==> src/rtl/hwpe_stream_source_sched.sv <==
// Descriptor queue and issue scheduler feeding an HWPE stream source.
// Optional watchdog is built when HWPE_STREAM_SOURCE_SCHED_TIMEOUT_EN is defined.
module hwpe_stream_source_sched #(
  parameter int unsigned QUEUE_DEPTH    = 4,
  parameter int unsigned CNT_WIDTH      = 8,
  parameter int unsigned TIMEOUT_CYCLES = 1024
) (
  input  logic                         clk_i,
  input  logic                         rst_ni,
  input  logic                         clear_i,
  input  logic                         desc_valid_i,
  output logic                         desc_ready_o,
  input  logic [31:0]                  desc_base_addr_i,
  input  logic [15:0]                  desc_trans_size_i,
  input  logic [15:0]                  desc_line_stride_i,
  input  logic [15:0]                  desc_line_length_i,
  output logic                         src_req_start_o,
  input  logic                         src_ready_start_i,
  input  logic                         src_done_i,
  output logic [31:0]                  src_base_addr_o,
  output logic [15:0]                  src_trans_size_o,
  output logic [15:0]                  src_line_stride_o,
  output logic [15:0]                  src_line_length_o,
  output logic                         src_clear_o,
  output logic                         busy_o,
  output logic [$clog2(QUEUE_DEPTH):0] pending_o,
  output logic [CNT_WIDTH-1:0]         jobs_done_o,
  output logic                         evt_o,
  output logic                         err_o
);

  localparam int unsigned PtrW = $clog2(QUEUE_DEPTH);
  localparam logic [PtrW:0] DepthC = (PtrW+1)'(QUEUE_DEPTH);
  localparam logic [PtrW:0] CntOne = (PtrW+1)'(1);

  if (QUEUE_DEPTH < 2 || QUEUE_DEPTH > 16 || (QUEUE_DEPTH & (QUEUE_DEPTH - 1)) != 0)
  begin : gen_bad_depth
    $error("QUEUE_DEPTH must be a power of two in 2..16");
  end
  if (TIMEOUT_CYCLES == 0 || TIMEOUT_CYCLES > 65535) begin : gen_bad_timeout
    $error("TIMEOUT_CYCLES must fit in 16 bits and be non-zero");
  end

  typedef struct packed {
    logic [31:0] base_addr;
    logic [15:0] trans_size;
    logic [15:0] line_stride;
    logic [15:0] line_length;
  } desc_t;

  typedef enum logic [1:0] {StIdle, StIssue, StRun} state_e;

  state_e               state_q, state_d;
  desc_t                mem_q [QUEUE_DEPTH];
  desc_t                head, wdata;
  logic [PtrW-1:0]      rd_ptr_q, rd_ptr_d, wr_ptr_q, wr_ptr_d;
  logic [PtrW:0]        count_q, count_d;
  logic [CNT_WIDTH-1:0] jobs_q, jobs_d;
  logic                 evt_q, evt_d;
  logic                 push, pop, retire, remain, req_start, timeout;

  assign head         = mem_q[rd_ptr_q];
  assign desc_ready_o = (count_q < DepthC);
  assign push         = desc_valid_i & desc_ready_o & ~clear_i;
  // Entries left after popping the head, counting a same-cycle push.
  assign remain       = (count_q > CntOne) | push;

  always_comb begin
    wdata.base_addr   = desc_base_addr_i;
    wdata.trans_size  = desc_trans_size_i;
    wdata.line_stride = desc_line_stride_i;
    wdata.line_length = desc_line_length_i;
  end

  always_comb begin
    state_d   = state_q;
    pop       = 1'b0;
    retire    = 1'b0;
    req_start = 1'b0;
    unique case (state_q)
      StIdle: begin
        if (count_q != '0 || push) state_d = StIssue;
      end
      StIssue: begin
        if (head.trans_size == 16'd0) begin
          // Empty jobs retire without bothering the source.
          pop     = 1'b1;
          retire  = 1'b1;
          state_d = remain ? StIssue : StIdle;
        end else begin
          req_start = 1'b1;
          if (src_ready_start_i) state_d = StRun;
        end
      end
      StRun: begin
        if (src_done_i) begin
          pop     = 1'b1;
          retire  = 1'b1;
          state_d = remain ? StIssue : StIdle;
        end else if (timeout) begin
          pop     = 1'b1;
          state_d = remain ? StIssue : StIdle;
        end
      end
      default: state_d = StIdle;
    endcase
    if (clear_i) state_d = StIdle;
  end

  always_comb begin
    rd_ptr_d = rd_ptr_q;
    wr_ptr_d = wr_ptr_q;
    count_d  = count_q;
    jobs_d   = jobs_q;
    evt_d    = pop & (count_q == CntOne) & ~push & ~clear_i;
    if (pop)  rd_ptr_d = rd_ptr_q + PtrW'(1);
    if (push) wr_ptr_d = wr_ptr_q + PtrW'(1);
    if (push && !pop)      count_d = count_q + CntOne;
    else if (!push && pop) count_d = count_q - CntOne;
    if (retire) jobs_d = jobs_q + CNT_WIDTH'(1);
    if (clear_i) begin
      rd_ptr_d = '0;
      wr_ptr_d = '0;
      count_d  = '0;
      jobs_d   = '0;
    end
  end

  always_ff @(posedge clk_i or negedge rst_ni) begin
    if (!rst_ni) begin
      state_q  <= StIdle;
      rd_ptr_q <= '0;
      wr_ptr_q <= '0;
      count_q  <= '0;
      jobs_q   <= '0;
      evt_q    <= 1'b0;
      for (int unsigned i = 0; i < QUEUE_DEPTH; i++) mem_q[i] <= '0;
    end else begin
      state_q  <= state_d;
      rd_ptr_q <= rd_ptr_d;
      wr_ptr_q <= wr_ptr_d;
      count_q  <= count_d;
      jobs_q   <= jobs_d;
      evt_q    <= evt_d;
      if (push) mem_q[wr_ptr_q] <= wdata;
    end
  end

`ifdef HWPE_STREAM_SOURCE_SCHED_TIMEOUT_EN
  localparam logic [15:0] WdogLimit = 16'(TIMEOUT_CYCLES - 1);

  logic [15:0] wdog_q, wdog_d;
  logic        err_q, err_d;

  // The counter holds the number of RUN cycles already elapsed.
  assign timeout = (state_q == StRun) & ~src_done_i & (wdog_q == WdogLimit);

  always_comb begin
    wdog_d = wdog_q;
    if (state_q == StIssue)    wdog_d = '0;
    else if (state_q == StRun) wdog_d = wdog_q + 16'd1;
    err_d = clear_i ? 1'b0 : (err_q | timeout);
  end

  always_ff @(posedge clk_i or negedge rst_ni) begin
    if (!rst_ni) begin
      wdog_q <= '0;
      err_q  <= 1'b0;
    end else begin
      wdog_q <= wdog_d;
      err_q  <= err_d;
    end
  end

  assign err_o = err_q;
`else
  assign timeout = 1'b0;
  assign err_o   = 1'b0;
`endif

  assign src_req_start_o   = req_start;
  assign src_base_addr_o   = head.base_addr;
  assign src_trans_size_o  = head.trans_size;
  assign src_line_stride_o = head.line_stride;
  assign src_line_length_o = head.line_length;
  assign src_clear_o       = clear_i | timeout;
  assign busy_o            = (state_q != StIdle);
  assign pending_o         = count_q;
  assign jobs_done_o       = jobs_q;
  assign evt_o             = evt_q;

endmodule

==> config.mk <==
export PLATFORM = sky130hd
export DESIGN_NAME = hwpe_stream_source_sched
export DESIGN_NICKNAME = d
export VERILOG_FILES = /design/src/rtl/hwpe_stream_source_sched.sv
export SDC_FILE = /design/constraint.sdc
export NUM_CORES = 1
export LEC_CHECK = 0
export ABC_AREA = 1
export CAP_MARGIN = 20
export CORE_ASPECT_RATIO = 1.5
export CORE_MARGIN = 4
export CORE_UTILIZATION = 39
export CTS_CLUSTER_DIAMETER = 100
export DETAILED_ROUTE_END_ITERATION = 7
export PLACE_DENSITY = 0.56
export SYNTH_ARGS = -nofsm -noshare
export SYNTH_HDL_FRONTEND = slang
export SYNTH_SLANG_ARGS = --single-unit
==> constraint.sdc <==
create_clock -name clk_i -period 2.15 [get_ports clk_i]
set_input_delay 0.3225 -clock clk_i [delete_from_list [all_inputs] [get_ports clk_i]]
set_output_delay 0.3225 -clock clk_i [all_outputs]
set_load 0.01 [all_outputs]
==> flow_metrics.env <==
export IMPL_status="finished, violations left"
export IMPL_violations="negative setup slack"
export IMPL_die_area_mm2=0.0415
export IMPL_holdCritPathClass="primary input to asynchronous set/reset pin"
export IMPL_fill_cells=3562
export IMPL_fin_nets=2097
export IMPL_cts_path_max_buffers=3
export IMPL_cts_buffers=36
export IMPL_multiInputGateArea_mm2=0.00613
export IMPL_p_per_area_mw_per_mm2=1230
export IMPL_clk_latency_ns=0.52
export IMPL_drt_iter0_markers=754
export IMPL_power_leakage_uw=0.00973
export IMPL_r2r_slack_ns=0.04
export IMPL_path_clk_slew_ns=0.06
export IMPL_skew_ns=0.0101
export IMPL_yosysWarnings=0
export IMPL_fmax_mhz=405
export IMPL_fin_crit_sh=1.15
export IMPL_required_ns=1.83
export IMPL_critPathBufInv=7
export IMPL_grt_max_degree=85
export IMPL_via_count=12900
export IMPL_cp_data_arrival_time_ns=2.14
export IMPL_setup_violations=69
export IMPL_p_comb_frac=0.314
export IMPL_num_rows=87
export IMPL_hold_violations=0
export IMPL_worstSetupPathType="flip-flop to primary output"
export IMPL_timing_rr_start="rd_ptr_q[0]"
export IMPL_dr_pass1_iters=5
export IMPL_seqCellArea_mm2=0.00846
export IMPL_grt_pass1_wl_um=68500
export IMPL_syn_num_nets=1881
export IMPL_ir_drop_mv=0.699
export IMPL_cts_root_buf="clkbuf_16"
export IMPL_p_switching_uw=8230
export IMPL_r2r_end="pending_o[0]"
export IMPL_path_max_fanout=6
export IMPL_ios=183
export IMPL_floorplan_initialDensity=0.396
export IMPL_intPower_uw=16400
export IMPL_vias_per_cell=5.14
export IMPL_routed_wl_um=43500
export IMPL_synth_seq_area_share=0.567
export IMPL_grt_use_total=0.201
export IMPL_crit_family="buffers and inverters"
export IMPL_drc_errors=0
export IMPL_max_stage_delay_ns=0.55
export IMPL_fin_ws_ns=-0.317
export IMPL_cts_tree="yes"
export IMPL_ys_seq_elements=338
export IMPL_die_y_um=247
export IMPL_h_tree_depth=2
export IMPL_port_buffers=181
export IMPL_syn_inst=1782
export IMPL_p_seq_frac=0.424
export IMPL_grt_overflow=0
export IMPL_wl_per_cell_um=17.3
export IMPL_synth_top_cell_by_area="dfrtp_1"
export IMPL_cts_sink_count=338
export IMPL_drive_gt1_frac=0.203
export IMPL_core_mm2=0.0377
export IMPL_clock_power_share=0.262
export IMPL_reg2reg_depth=16
export IMPL_maxCapViolCount=0
export IMPL_pre_cts_ws_ns=-0.184
export IMPL_n_antenna_cell=0
export IMPL_rsz0062_at_grt="yes"
export IMPL_timing_final_crit_period_ns=2.47
export IMPL_ys_types=28
export IMPL_synth_top_cells_by_area="dfrtp_1 (57%), o21ai_0 (15%), nand2_1 (11%), nor2_1 (3.6%), inv_1 (3.1%)"
export IMPL_synthDominantCellAreaShare=0.567
export IMPL_slowest_stage="dfrtp_4"
export IMPL_dp_hpwl_um=26400
export IMPL_synth_area_per_cell_um2=8.37
export IMPL_die_width_um=168
export IMPL_antenna_found_initial=0
export IMPL_postRouteAntennaNets=0
export IMPL_crit_chain="inv_8, buf_6, buf_12, buf_8, buf_8, buf_6, nor2_2, o22ai_2, buf_2"
export IMPL_syn_area_mm2=0.0149
export IMPL_syn_to_final_growth_pct=34.8
export IMPL_gp_congestion=0.773
export IMPL_power_uw=24600
export IMPL_netSwitchingFraction=0.334
export IMPL_grt_pass1_vias=12900
export IMPL_slew_viol_final=0
export IMPL_cp_start_kind="flip-flop"
export IMPL_end_kind="primary output"
==> synth_stat cells <==
cell and instances:
clkbuf_1 109, nand3_1 42, nand4_1 1, ha_1 13, nor3_1 5, buf_1 3, nand2_4 1, buf_2 6
nand2_2 2, or2_2 1, o21ai_2 3, a21o_1 1, xor2_1 3, nand2_1 444, nor2_2 2, o22ai_1 64
inv_1 122, buf_6 4, inv_2 3, dfrtp_1 338, conb_1 1, nor4_1 3, buf_4 4, o21ai_1 4
a21oi_1 1, o21ai_0 458, o32a_1 1, nor2_1 143
==> logic make-up (layout without fill, tap and decap cells) <==
family,Yosys count,after routing,synth area share
flip-flops,338,338,0.567
adder cells (fa/ha/maj),13,13,0.0109
AND/OR/NAND/NOR,644,645,0.168
XOR/XNOR,3,3,0.00176
AO/OA/AOI/OAI,532,532,0.185
other,1,1,0.000251
buffers and inverters,251,491,0.0667
==> metrics by stage <==
stage | utilization | std cells | hold slack, ns | instance area (um^2) | TNS (ns)
3_3_place_gp | 0.475 | 2412 | 0.275 | 17900 | -2.80
4_1_cts | 0.514 | 2492 | 0.311 | 19400 | -15.04
6_report | 0.534 | 2512 | 0.304 | 20100 | -12.77
3_5_place_dp | 0.475 | 2412 | 0.272 | 17900 | -3.11
5_1_grt | 0.534 | 2512 | 0.320 | 20100 | -18.76
2_1_floorplan | - | 1782 | 0.0269 | 14900 | 0
==> final cells by class <==
class / count / share of cell area
clock buffer: 54 / 0.0537
clock inverter: 9 / 0.00722
inverter: 125 / 0.0238
multi-input combinational: 1194 / 0.305
sequential: 338 / 0.421
tap: 489 / 0.0304
timing repair buffer: 303 / 0.159
==> routing by layer <==
layer / vias to the layer above / global-route usage / routed length, um
li1: 6271 / - / -
met1: 6303 / 0.251 / 18400
met2: 280 / 0.365 / 22500
met3: 64 / 0.0274 / 1690
met4: 0 / 0.0595 / 1020
met5: - / 0 / 0
==> timing repair <==
item                       in CTS  in global routing
setup endpoints to repair      95                 98
hold endpoints to repair       39                  0
gates resized for setup       413                235
hold buffers                    1                  0
setup buffers                   9                 18
cloned                          7                  9
pin swaps                      42                 53
==> power by group through the flow <==
| stage | Sequential, uW | Combinational, uW | Clock, uW |
|---|---|---|---|
| 2_1_floorplan | 9970 | 4140 | 0 |
| 3_3_place_gp | 10300 | 7660 | 0 |
| 3_5_place_dp | 10400 | 7800 | 0 |
| 4_1_cts | 10300 | 7420 | 6600 |
| 5_1_grt | 10800 | 8760 | 6870 |
| 6_report | 10500 | 7730 | 6460 |
==> worst register-to-register path: stages (launching register included) <==
cell     delay (ns)
dfrtp_4        0.55
buf_12         0.18
nand2_1        0.07
nand3_1        0.08
nand2_1        0.10
nand2_2        0.08
nor2_4         0.13
nand2_2        0.08
nor2_4         0.12
nand2_2        0.10
nand2_4        0.14
nand2_8        0.10
nand2_2        0.08
nand2_2        0.07
inv_2          0.07
nand2_1        0.04
nand2_1        0.07
==> how the worst max path moves through the flow <==
stage | startpoint | depth (start not counted) | to | slack, ns
3_5_place_dp | rd_ptr_q[0] | 11 | src_req_start_o | -0.18
2_1_floorplan | rd_ptr_q[0] | 7 | src_base_addr_o[11] | 0.09
5_1_grt | rd_ptr_q[0] | 9 | src_base_addr_o[13] | -0.39
6_report | rd_ptr_q[0] | 9 | src_base_addr_o[13] | -0.32
3_3_place_gp | rd_ptr_q[0] | 10 | src_req_start_o | -0.18
4_1_cts | rd_ptr_q[0] | 11 | src_req_start_o | -0.39
==> cells in the final DEF, fill, tap and decap left out, types with 6 or more instances in the layout <==
cell / instances
clkbuf_16: 44
nor2_1: 106
nand2_2: 18
clkbuf_1: 8
buf_12: 33
buf_2: 73
o21ai_2: 37
nor2_2: 26
clkdlybuf4s50_1: 98
clkbuf_8: 9
buf_16: 9
nand3_1: 29
o21ai_0: 359
o21ai_1: 69
nand2_1: 422
nand3_2: 12
ha_1: 13
o22ai_1: 34
nor2_4: 13
buf_8: 9
dfrtp_1: 336
inv_1: 120
nand2_4: 6
buf_6: 18
o22ai_2: 29
buf_4: 54
==> sequential cells by signal, indices dropped and copies added (netlist names) <==
register / cells
wr_ptr_q: 2
rd_ptr_q: 2
jobs_done_o: 8
pending_o: 3
evt_o: 1
mem_q: 320
state_q: 2
No activity file was read; power rests on OpenSTA's default activity.
